$ cat config.mk
export PLATFORM = sky130hd
export DESIGN_NAME = tanh_neuron_front
export DESIGN_NICKNAME = d
export VERILOG_FILES = /design/src/rtl/tanh_neuron_front.sv
export SDC_FILE = /design/constraint.sdc
export NUM_CORES = 1
export LEC_CHECK = 0
export ABC_AREA = 1
export CAP_MARGIN = 5
export CORE_AREA = 2 2 179 181
export DETAILED_ROUTE_END_ITERATION = 7
export DIE_AREA = 0 0 181 183
export SYNTH_ARGS = -nofsm -noshare
export SYNTH_HDL_FRONTEND = slang
export SYNTH_SLANG_ARGS = --single-unit
$ cat constraint.sdc
create_clock -name clk -period 5.2 [get_ports clk]
set_input_delay 0.78 -clock clk [delete_from_list [all_inputs] [get_ports clk]]
set_output_delay 0.78 -clock clk [all_outputs]
set_load 0.02 [all_outputs]
$ cat src/rtl/tanh_neuron_front.sv
// -----------------------------------------------------------------------------
// tanh_neuron_front
//
// Front end for a tanh activation unit. Collects N (input, weight) pairs,
// accumulates their products in unsigned fixed point (Q2.14 operands, Q4.14
// addends), clamps the sum to the tanh series' convergent range, launches one
// tanh operation over a Start/Ready handshake and holds the returned value
// until the consumer acknowledges it.
//
// Parameters
//   N     pairs per neuron, 1..16
//   XMAX  saturation ceiling for the tanh operand, Q2.14 (default 1.5)
//
// Ports
//   clk        rising-edge clock
//   rst        asynchronous active-low reset
//   inValid    xIn/wIn valid this cycle
//   inReady    block accepts a pair this cycle
//   xIn, wIn   input sample and weight, unsigned Q2.14
//   tanhX      operand to tanh, held from clamp until result capture
//   tanhStart  one-cycle Start pulse to tanh
//   tanhReady  Ready from tanh
//   tanhR      result bus from tanh
//   outValid   result held and valid
//   outAck     consumer takes the result
//   result     captured tanh output
//   sat        the pre-clamp sum exceeded XMAX for the held result
// -----------------------------------------------------------------------------
module tanh_neuron_front #(
  parameter int          N    = 4,
  parameter logic [15:0] XMAX = 16'h6000
) (
  input  logic        clk,
  input  logic        rst,
  input  logic        inValid,
  output logic        inReady,
  input  logic [15:0] xIn,
  input  logic [15:0] wIn,
  output logic [15:0] tanhX,
  output logic        tanhStart,
  input  logic        tanhReady,
  input  logic [15:0] tanhR,
  output logic        outValid,
  input  logic        outAck,
  output logic [15:0] result,
  output logic        sat
);

  // Each addend is below 2^18, so N of them fit in 18+clog2(N) bits.
  localparam int ACC_W = 18 + $clog2(N);
  localparam int CNT_W = $clog2(N + 1);

  localparam logic [ACC_W-1:0] XMAX_EXT = ACC_W'(XMAX);
  localparam logic [CNT_W-1:0] LAST_CNT = CNT_W'(N - 1);

  localparam logic [2:0] ST_COLLECT = 3'd0;
  localparam logic [2:0] ST_CLAMP   = 3'd1;
  localparam logic [2:0] ST_LAUNCH  = 3'd2;
  localparam logic [2:0] ST_WAITLO  = 3'd3;
  localparam logic [2:0] ST_WAITHI  = 3'd4;
  localparam logic [2:0] ST_HOLD    = 3'd5;

  logic [2:0]       state;
  logic [ACC_W-1:0] acc;
  logic [CNT_W-1:0] cnt;
  logic             sat_pend;
  logic [31:0]      prod;
  logic [17:0]      addend;
  logic             over;

  // Q2.14 x Q2.14 = Q4.28; dropping 14 fraction bits gives a Q4.14 addend.
  assign prod   = 32'(xIn) * 32'(wIn);
  assign addend = 18'(prod >> 14);
  assign over   = (acc > XMAX_EXT);

  // Handshake outputs are pure state decodes, so they can never glitch wider
  // than one state's duration.
  assign inReady   = (state == ST_COLLECT);
  assign tanhStart = (state == ST_LAUNCH);
  assign outValid  = (state == ST_HOLD);

  // NOTE: all state here uses non-blocking assignments so every register
  // samples pre-edge values; blocking writes would let acc/cnt updates race
  // the next-state decision within the same edge.
  always_ff @(posedge clk or negedge rst) begin
    if (!rst) begin
      state    <= ST_COLLECT;
      acc      <= '0;
      cnt      <= '0;
      tanhX    <= '0;
      sat_pend <= 1'b0;
      result   <= '0;
      sat      <= 1'b0;
    end else begin
      case (state)
        ST_COLLECT: begin
          if (inValid) begin
            acc <= acc + ACC_W'(addend);
            cnt <= cnt + 1'b1;
            if (cnt == LAST_CNT) state <= ST_CLAMP;
          end
        end
        ST_CLAMP: begin
          // tanhX is written only here, so it stays put while tanh samples it.
          tanhX    <= over ? XMAX : acc[15:0];
          sat_pend <= over;
          state    <= ST_LAUNCH;
        end
        ST_LAUNCH: state <= ST_WAITLO;
        ST_WAITLO: begin
          // Ready must first drop so a stale high level is not taken as done.
          if (!tanhReady) state <= ST_WAITHI;
        end
        ST_WAITHI: begin
          if (tanhReady) begin
            result <= tanhR;
            sat    <= sat_pend;
            state  <= ST_HOLD;
          end
        end
        ST_HOLD: begin
          if (outAck) begin
            acc   <= '0;
            cnt   <= '0;
            state <= ST_COLLECT;
          end
        end
        default: state <= ST_COLLECT;
      endcase
    end
  end

endmodule

# Word level (Yosys, flattened, before mapping)
# Cells that the tools add are included.
# word_totals
ff_bits	60
input_bits	53
wordCells	39
# op_classes
n_eq_ne	11
order_cmp	1
multipliers	1
n_addsub	2
n_mux	12
reduce_logical	5
# ops
operator	n
20-bit two-way mux	2
20-bit one-hot mux with 2 select lines	1
16-bit by 16-bit multiplier with 32-bit output	1
20-bit by 18-bit adder with 20-bit output	1
20-bit by 15-bit greater-than comparator with 1-bit output (second input constant)	1
3-bit two-way mux	6
3-bit one-hot mux with 6 select lines	1
16-bit two-way mux	1
3-bit by 2-bit == test with 1-bit output (second input constant)	3
3-bit == test (second input constant)	2
2-bit inequality test (second input constant)	3
3-bit one-hot mux with 2 select lines	1
5-bit AND reduction	1
2-bit by 1-bit inequality test with 1-bit output (second input constant)	2
3-bit by 1-bit adder with 3-bit output (second input constant)	1
3-bit by 1-bit == test with 1-bit output (second input constant)	1
3-bit zero test	1
3-bit AND reduction	1
2-bit AND reduction	1
2-bit nonzero test	1

# Longest topological paths before layout
# Gate-level depths: netlist of the first run.
# depth
depth_word	4
depth_mapped	37

# Worst setup path before layout of the first run
# OpenSTA, ideal clock, no wires.
# synth_timing
path_type	input port to flip-flop
startpoint	input port xIn[10]
endpoint	register acc[8]
cell_stages	27
required_ns	5.083
arrival_time_ns	6.703
setup_slack_ns	-1.621
n_path_buf	2
cell_sequence	clkbuf_1 -> clkbuf_1 -> nand2_1 -> fa_1 -> fa_1 -> fa_1 -> fa_1 -> inv_1 -> fa_1 -> inv_1 -> fa_1 -> inv_1 -> ha_1 -> a21oi_1 -> o21ai_0 -> a21oi_1 -> nand2_1 -> xor2_1 -> ha_1 -> fa_1 -> nand3_1 -> nand3_1 -> nand2_1 -> nand2_1 -> or2_2 -> nand3_1 -> nand2_1
# synth_between
elab_chain_cells	4
# synth_rtl
item	line_no	source
start: declaration	37	input logic [15:0] xIn,
16-bit by 16-bit multiplier with 32-bit output	72	assign prod = 32'(xIn) * 32'(wIn);
20-bit by 18-bit adder with 20-bit output	98	acc <= acc + ACC_W'(addend);
20-bit two-way mux	97	if (inValid) begin
20-bit one-hot mux with 2 select lines	95	case (state)
end signal: assignment	98	
end: declaration	64	logic [ACC_W-1:0] acc;
# No other way between the ends. The select of a mux whose other input is x is not followed.
# A chain may end at the register's enable or synchronous reset.

# Worst setup path in the final report of the first run
# layout_timing
startpoint	input port wIn[15]
endpoint	register acc[16]
# layout_between
elab_chain_cells	4
# layout_rtl
item	line_no	source
start: declaration	38	input logic [15:0] wIn,
16-bit by 16-bit multiplier with 32-bit output	72	
20-bit by 18-bit adder with 20-bit output	98	
20-bit two-way mux	97	
20-bit one-hot mux with 2 select lines	95	
# No other way between the ends. The select of a mux whose other input is x is not followed.

==> results of run 1 <==
==> layout by cell type (no fill, tap or decap), types with 12 or more instances in the layout <==
master and count:
nand2_4 35, inv_1 351, a21oi_2 24, a21oi_4 16, buf_6 53, buf_12 12, nand2_1 389, nor2_4 14
fa_1 179, inv_2 55, o21ai_1 16, nand2_2 79, nor2_1 52, clkdlybuf4s50_1 56, ha_1 90, a21oi_1 18
dfrtp_1 60, nand3_1 43, nor3_1 14, nor2_2 14, mux2_2 16, fa_2 15, ha_4 31, buf_4 176
==> sequential cells by signal (all words and copies together) (netlist names) <==
register  cells
tanhX        16
sat_pend      1
result       16
cnt           3
sat           1
state         3
acc          20
==> through the flow <==
stage | instance area, um^2 | hold slack, ps
6_report | 17500 | 460
3_5_place_dp | 15100 | 451
4_1_cts | 16300 | 465
5_1_grt | 17500 | 512
2_1_floorplan | 13000 | 467
3_3_place_gp | 15100 | 451
==> synthesized netlist by cell type, types with 5 or more instances <==
| cell type | number | share of area |
|---|---|---|
| mux2_2 | 16 | 0.015 |
| a21o_1 | 6 | 0.0036 |
| nand3_1 | 55 | 0.022 |
| clkbuf_1 | 61 | 0.019 |
| o22ai_1 | 5 | 0.0025 |
| inv_1 | 406 | 0.12 |
| nor3_1 | 22 | 0.0089 |
| ha_1 | 122 | 0.12 |
| xor2_1 | 7 | 0.0050 |
| nor2_1 | 78 | 0.024 |
| fa_1 | 194 | 0.31 |
| o21ai_0 | 37 | 0.015 |
| a21oi_1 | 58 | 0.024 |
| nand2_1 | 499 | 0.15 |
| buf_2 | 7 | 0.0028 |
| dfrtp_1 | 60 | 0.12 |
==> worst max-delay path by stage <==
stage,endpoint,cells past startpoint
after floorplan,acc[8],29
after global placement,acc[19],33
after detailed placement,acc[19],34
after CTS,acc[19],35
after global routing,acc[19],35
final,acc[16],29
==> worst reg2reg max path, delay by kind of cell, from the launching register on <==
family | cells | cell delay, ps
flops | 1 | 490
buf+inv | 1 | 110
simple gates | 4 | 1550
==> layer usage <==
metal / vias to the layer above / global-route usage / wire [um]
li1: 5464 / - / -
met1: 5655 / 0.274 / 14900
met2: 188 / 0.396 / 18000
met3: 66 / 0.0193 / 966
met4: 0 / 0.0468 / 742
met5: - / 0 / 0
==> repair_timing <==
| item | 4_1_cts | 5_1_grt |
|---|---|---|
| resized for setup | 258 | 318 |
| pin swaps | 89 | 129 |
| endpoints found under the hold margin | 0 | 0 |
| setup buffers | 40 | 36 |
| cloned | 2 | 0 |
| endpoints found under the setup margin | 20 | 20 |
==> cell type report <==
| cell class | instances | area [um^2] |
|---|---|---|
| Clock inverter | 2 | 10.0 |
| Fill cell | 2820 | 13800 |
| Sequential cell | 60 | 1500 |
| Timing Repair Buffer | 325 | 2980 |
| Multi-Input combinational cell | 1135 | 10700 |
| Inverter | 408 | 1540 |
| Clock buffer | 13 | 260 |
| Tap cell | 402 | 503 |
==> logic make-up (layout without fill, tap and decap cells) <==
kind of cell / Yosys count / after routing / share of synthesized area
simple gates: 673 / 673 / 0.219
buf+inv: 477 / 748 / 0.146
fa+ha+maj: 316 / 316 / 0.438
compound gates: 119 / 119 / 0.0523
flops: 60 / 60 / 0.122
mux: 16 / 16 / 0.0146
xor+xnor: 11 / 11 / 0.00781
==> results.md, run 1 <==
- Worst Skew: 8.26 ps
- Final WS setup: -1260 ps
- Router iterations before antenna repair: 6
- Remaining DRCs: 0
- Post-DR vias/cell: 4.85
- CP startpoint: wIn[15]
- Worst rel slew slack: 0.430
- Clock Latency Late Sink: 320 ps
- Number of synthesis warnings: 0
- Cells after Synth: 1,672
- Ant diodes: 0
- # port buffers: 88
- Die area: 33,100 um^2
- Setup_tns: -22,280 ps
- Hold path depth: 2
- Pre-CTS setup slack: -2230 ps
- Largest net degree at the start of global routing: 61
- Net count, final: 2,308
- Dominant synthesized flop cell: dfrtp_1
- Critical path buffer and inverter count: 7
- Fin. max-slew vios: 0
- WP data arrival: 6670 ps
- Placeable Area: 31,200 um^2
- Num rows: 65
- Max_cap viols: 0
- H-Tree Depth: 3
- Final Hold Fails: 0
- Startpoint types: primary input
- Layout Cells excl Fill: 2,345
- Worst-case reg-to-reg path depth: 5
- Period utilization: 1.24
- Hold Crit Class: reg2reg
- Crit-path leading delay family: adder cells
- Clk buf depth: 2
- Failing checks: setup timing
- Max Clk Rate: 155 MHz
- # clock sinks: 60
- Die width: 181 um
- Initial DRC count: 536
- Antenna violations before repair: 0
- Num CTS Buffers: 9
- Reg-to-Reg End: tanhX[7]
- Worst EP required: 5410 ps
- Layout area overhead: 41.4%
- Slew @ Worst Pin: 852 ps
- All-Layer GR Usage: 0.214
- Final core utilization: 0.559
- Number of enable flip-flop cells after synthesis: 0
- Wire per inst: 14.8 um
- Critical path type: in2reg
- Setup crit end kind: register
- CP max-delay cell: fa_1
- Setup Viol. Count Final: 20
- Setup slack on the worst flop-to-flop path: 2990 ps
- Initial Util: 0.395
- Min-delay src: tanhX[15]
- Synth unique cells: 36
- Placed cell count: 2,264
- Clk slew on worst S/H paths: 50 ps
- Sequential cell area fraction in the yosys report: 0.122
- Wirelength, routed: 34,600 um
- Syn nets: 2,041
- First-pass GRT wire length: 58,500 um
- Routed via count: 11,373
- Netlist Area Pre-Place: 12,300 um^2
- Min Tclk post-route: 6460 ps
- RSZ-0062 raised after global routing: yes
- Avg Inst Size Synth: 7.38 um^2
- Status: finished with violations
- Die Y: 183 um
- CTS tree: yes
- Final HPWL DP: 27,800 um
- Aggregate global routing overflow: 0
- Ratio of cells with drive above 1 in the final layout: 0.323
- Cell mode on critical path: fa_1
- Clock Root Buffer: clkbuf_16
- Crit Path Max Fanout: 4
- Routability congestion estimate: 0.903
- Antenna-violating nets left: 0
- Post-synth ARST share: 1.00
- #FFs+latches synth: 60
- Crit Reg-Reg Startpoint: state[2]
- Cts hold-fix bufs: 0
- I/O Pins: 89
- Vias in the first global route: 12,231
- WHS Endpoint: tanhX[15]
- Max incr delay on CP: 510 ps
Power of run 1 is left out: the tool's default activity adds up to more than one toggle a clock period on the data nets, which glitch-free logic cannot reach.
==> inputs of run 2 (changes only) <==
- CORE_AREA: 2 2 179 181 -> 2 2 147 149
- DIE_AREA: 0 0 181 183 -> 0 0 149 151
- PLACE_DENSITY: unset -> 0.8
==> results.md, run 2 (synthesized netlist as in run 1, its figures left out) <==
- Setup Viol. Count Final: 20 (unchanged)
- Router iterations before antenna repair: 5 (-1)
- Die area: 22,500 um^2 (-32%)
- Slew @ Worst Pin: 799 ps (-53.1 ps)
- Ratio of cells with drive above 1 in the final layout: 0.302 (-0.0213)
- # port buffers: 88 (unchanged)
- H-Tree Depth: 3 (unchanged)
- Clock Root Buffer: clkbuf_16
- Worst EP required: 5460 ps (+50 ps)
- Final WS setup: -1630 ps (-370 ps)
- Clk slew on worst S/H paths: 50 ps (about the same)
- Remaining DRCs: 0 (unchanged)
- Top flop regs: acc (20), result (16), tanhX (16)
- CP max-delay cell: fa_1
- Num CTS Buffers: 9 (unchanged)
- Die width: 149 um (-18%)
- Die Y: 151 um (-17%)
- I/O Pins: 89 (unchanged)
- Crit Reg-Reg Startpoint: state[2]
- Max reg flops: 20 (unchanged)
- Largest net degree at the start of global routing: 61 (unchanged)
- Most frequent cells in the layout: nand2_1, inv_1, fa_1
- Routed via count: 12,757 (+12%)
- Min-delay src: tanhX[10]
- Post-DR vias/cell: 5.79 (+19%)
- Setup crit end kind: register
- Vias in the first global route: 12,901 (+5.5%)
- Antenna violations before repair: 0 (unchanged)
- Crit Path Max Fanout: 5 (+1)
- Final HPWL DP: 26,800 um (-3.3%)
- Clock Latency Late Sink: 330 ps (about the same)
- Initial Util: 0.593 (+0.198)
- Worst Skew: 7.25 ps (-1.01 ps)
- CTS tree: yes
- Wire per inst: 19.7 um (+34%)
- Max incr delay on CP: 700 ps (+190 ps)
- Max Clk Rate: 146 MHz (-5.4%)
- All-Layer GR Usage: 0.348 (+0.133)
- Ant diodes: 0 (unchanged)
- Hold Crit Class: reg2reg
- Min Tclk post-route: 6830 ps (+370 ps)
- CP startpoint: xIn[12]
- Placed cell count: 2,127 (-6.1%)
- Clk buf depth: 2 (unchanged)
- Layout Cells excl Fill: 2,203 (-6.1%)
- Status: finished with violations
- Cts hold-fix bufs: 0 (unchanged)
- Failing checks: setup timing
- Routability congestion estimate: 0.904 (about the same)
- Net count, final: 2,292 (-0.69%)
- Commonest non-fill, non-tap cell in the layout: nand2_1
- RSZ-0062 raised after global routing: yes
- # clock sinks: 60 (unchanged)
- Antenna-violating nets left: 0 (unchanged)
- Max_cap viols: 0 (unchanged)
- Layout area overhead: 38.2%
- Wirelength, routed: 43,500 um (+26%)
- Aggregate global routing overflow: 0 (unchanged)
- Final Hold Fails: 0 (unchanged)
- Biggest register: acc
- Fin. max-slew vios: 0 (unchanged)
- Placeable Area: 20,800 um^2 (-33%)
- Initial DRC count: 996 (+86%)
- WP data arrival: 7080 ps (+410 ps)
- Num rows: 53 (-18%)
- Critical path type: in2reg
- Period utilization: 1.31 (+0.0711)
- Startpoint types: primary input
- Worst rel slew slack: 0.466 (+0.0355)
- Filler cell count in the final layout: 1,116 (-60%)
- First-pass GRT wire length: 62,000 um (+6.0%)
==> run 2: cell types whose count changed in the layout (fill, tap and decap cells not counted), moves of 7 or more <==
cell and change:
inv_1 +9, nand2_2 -21, nand2_1 +23, inv_2 -7, buf_6 -8
==> run 2: area by class of cell <==
| cell class | count | area, um^2 | share of cell area |
|---|---|---|---|
| clock buffer | 11 | 243 | 0.0142 |
| clock inverter | 5 | 75.1 | 0.00440 |
| sequential | 60 | 1500 | 0.0880 |
| multi-input combinational | 1135 | 10600 | 0.619 |
| timing repair buffer | 309 | 2800 | 0.164 |
| inverter | 408 | 1530 | 0.0898 |
| tap | 275 | 344 | 0.0202 |
==> run 2: what timing repair did <==
item / 4_1_cts / 5_1_grt
buffers inserted: 33 / 21
pin swaps: 100 / 125
gates resized for setup: 321 / 208
cloned: 8 / 0
setup endpoints to repair: 20 / 20
==> run 2: final timing paths <==
kind                              to  slack, ps  cells after the start
min                        tanhX[10]        480                      2
min reg2reg                tanhX[10]        480                      2
min in group asynchronous  result[2]        630                      2
max                          acc[13]      -1630                     35
max in group asynchronous    acc[19]       4080                      2
max reg2reg                 tanhX[0]       2880                      5
==> run 2: critical path, delay by kind of cell <==
family / cells / cell delay [ps]
simple gates: 13 / 1040
xor+xnor: 1 / 190
compound gates: 2 / 280
fa+ha+maj: 8 / 3840
buf+inv: 11 / 940
==> run 2: stage by stage <==
stage               instance area [um^2]  hold slack [ps]  worst slack [ps]  TNS, ps   util
finish                             17100              480             -1630   -28550  0.819
global route                       17100              501             -1760   -31470  0.819
CTS                                16200              474             -1290   -22550  0.779
detailed placement                 14900              454             -2240   -40490  0.714
global placement                   14900              449             -2190   -39130  0.714
floorplan                          13000              467             -1140   -19030      -
==> run 2: per-layer routing <==
layer | up-vias | routed length, um | track usage
li1 | 5446 | - | -
met2 | 867 | 21100 | 0.619
met1 | 6117 | 14700 | 0.412
met3 | 327 | 4140 | 0.0633
met4 | 0 | 3560 | 0.154
met5 | - | 0 | 0
Power of run 2 is left out for the same reason.
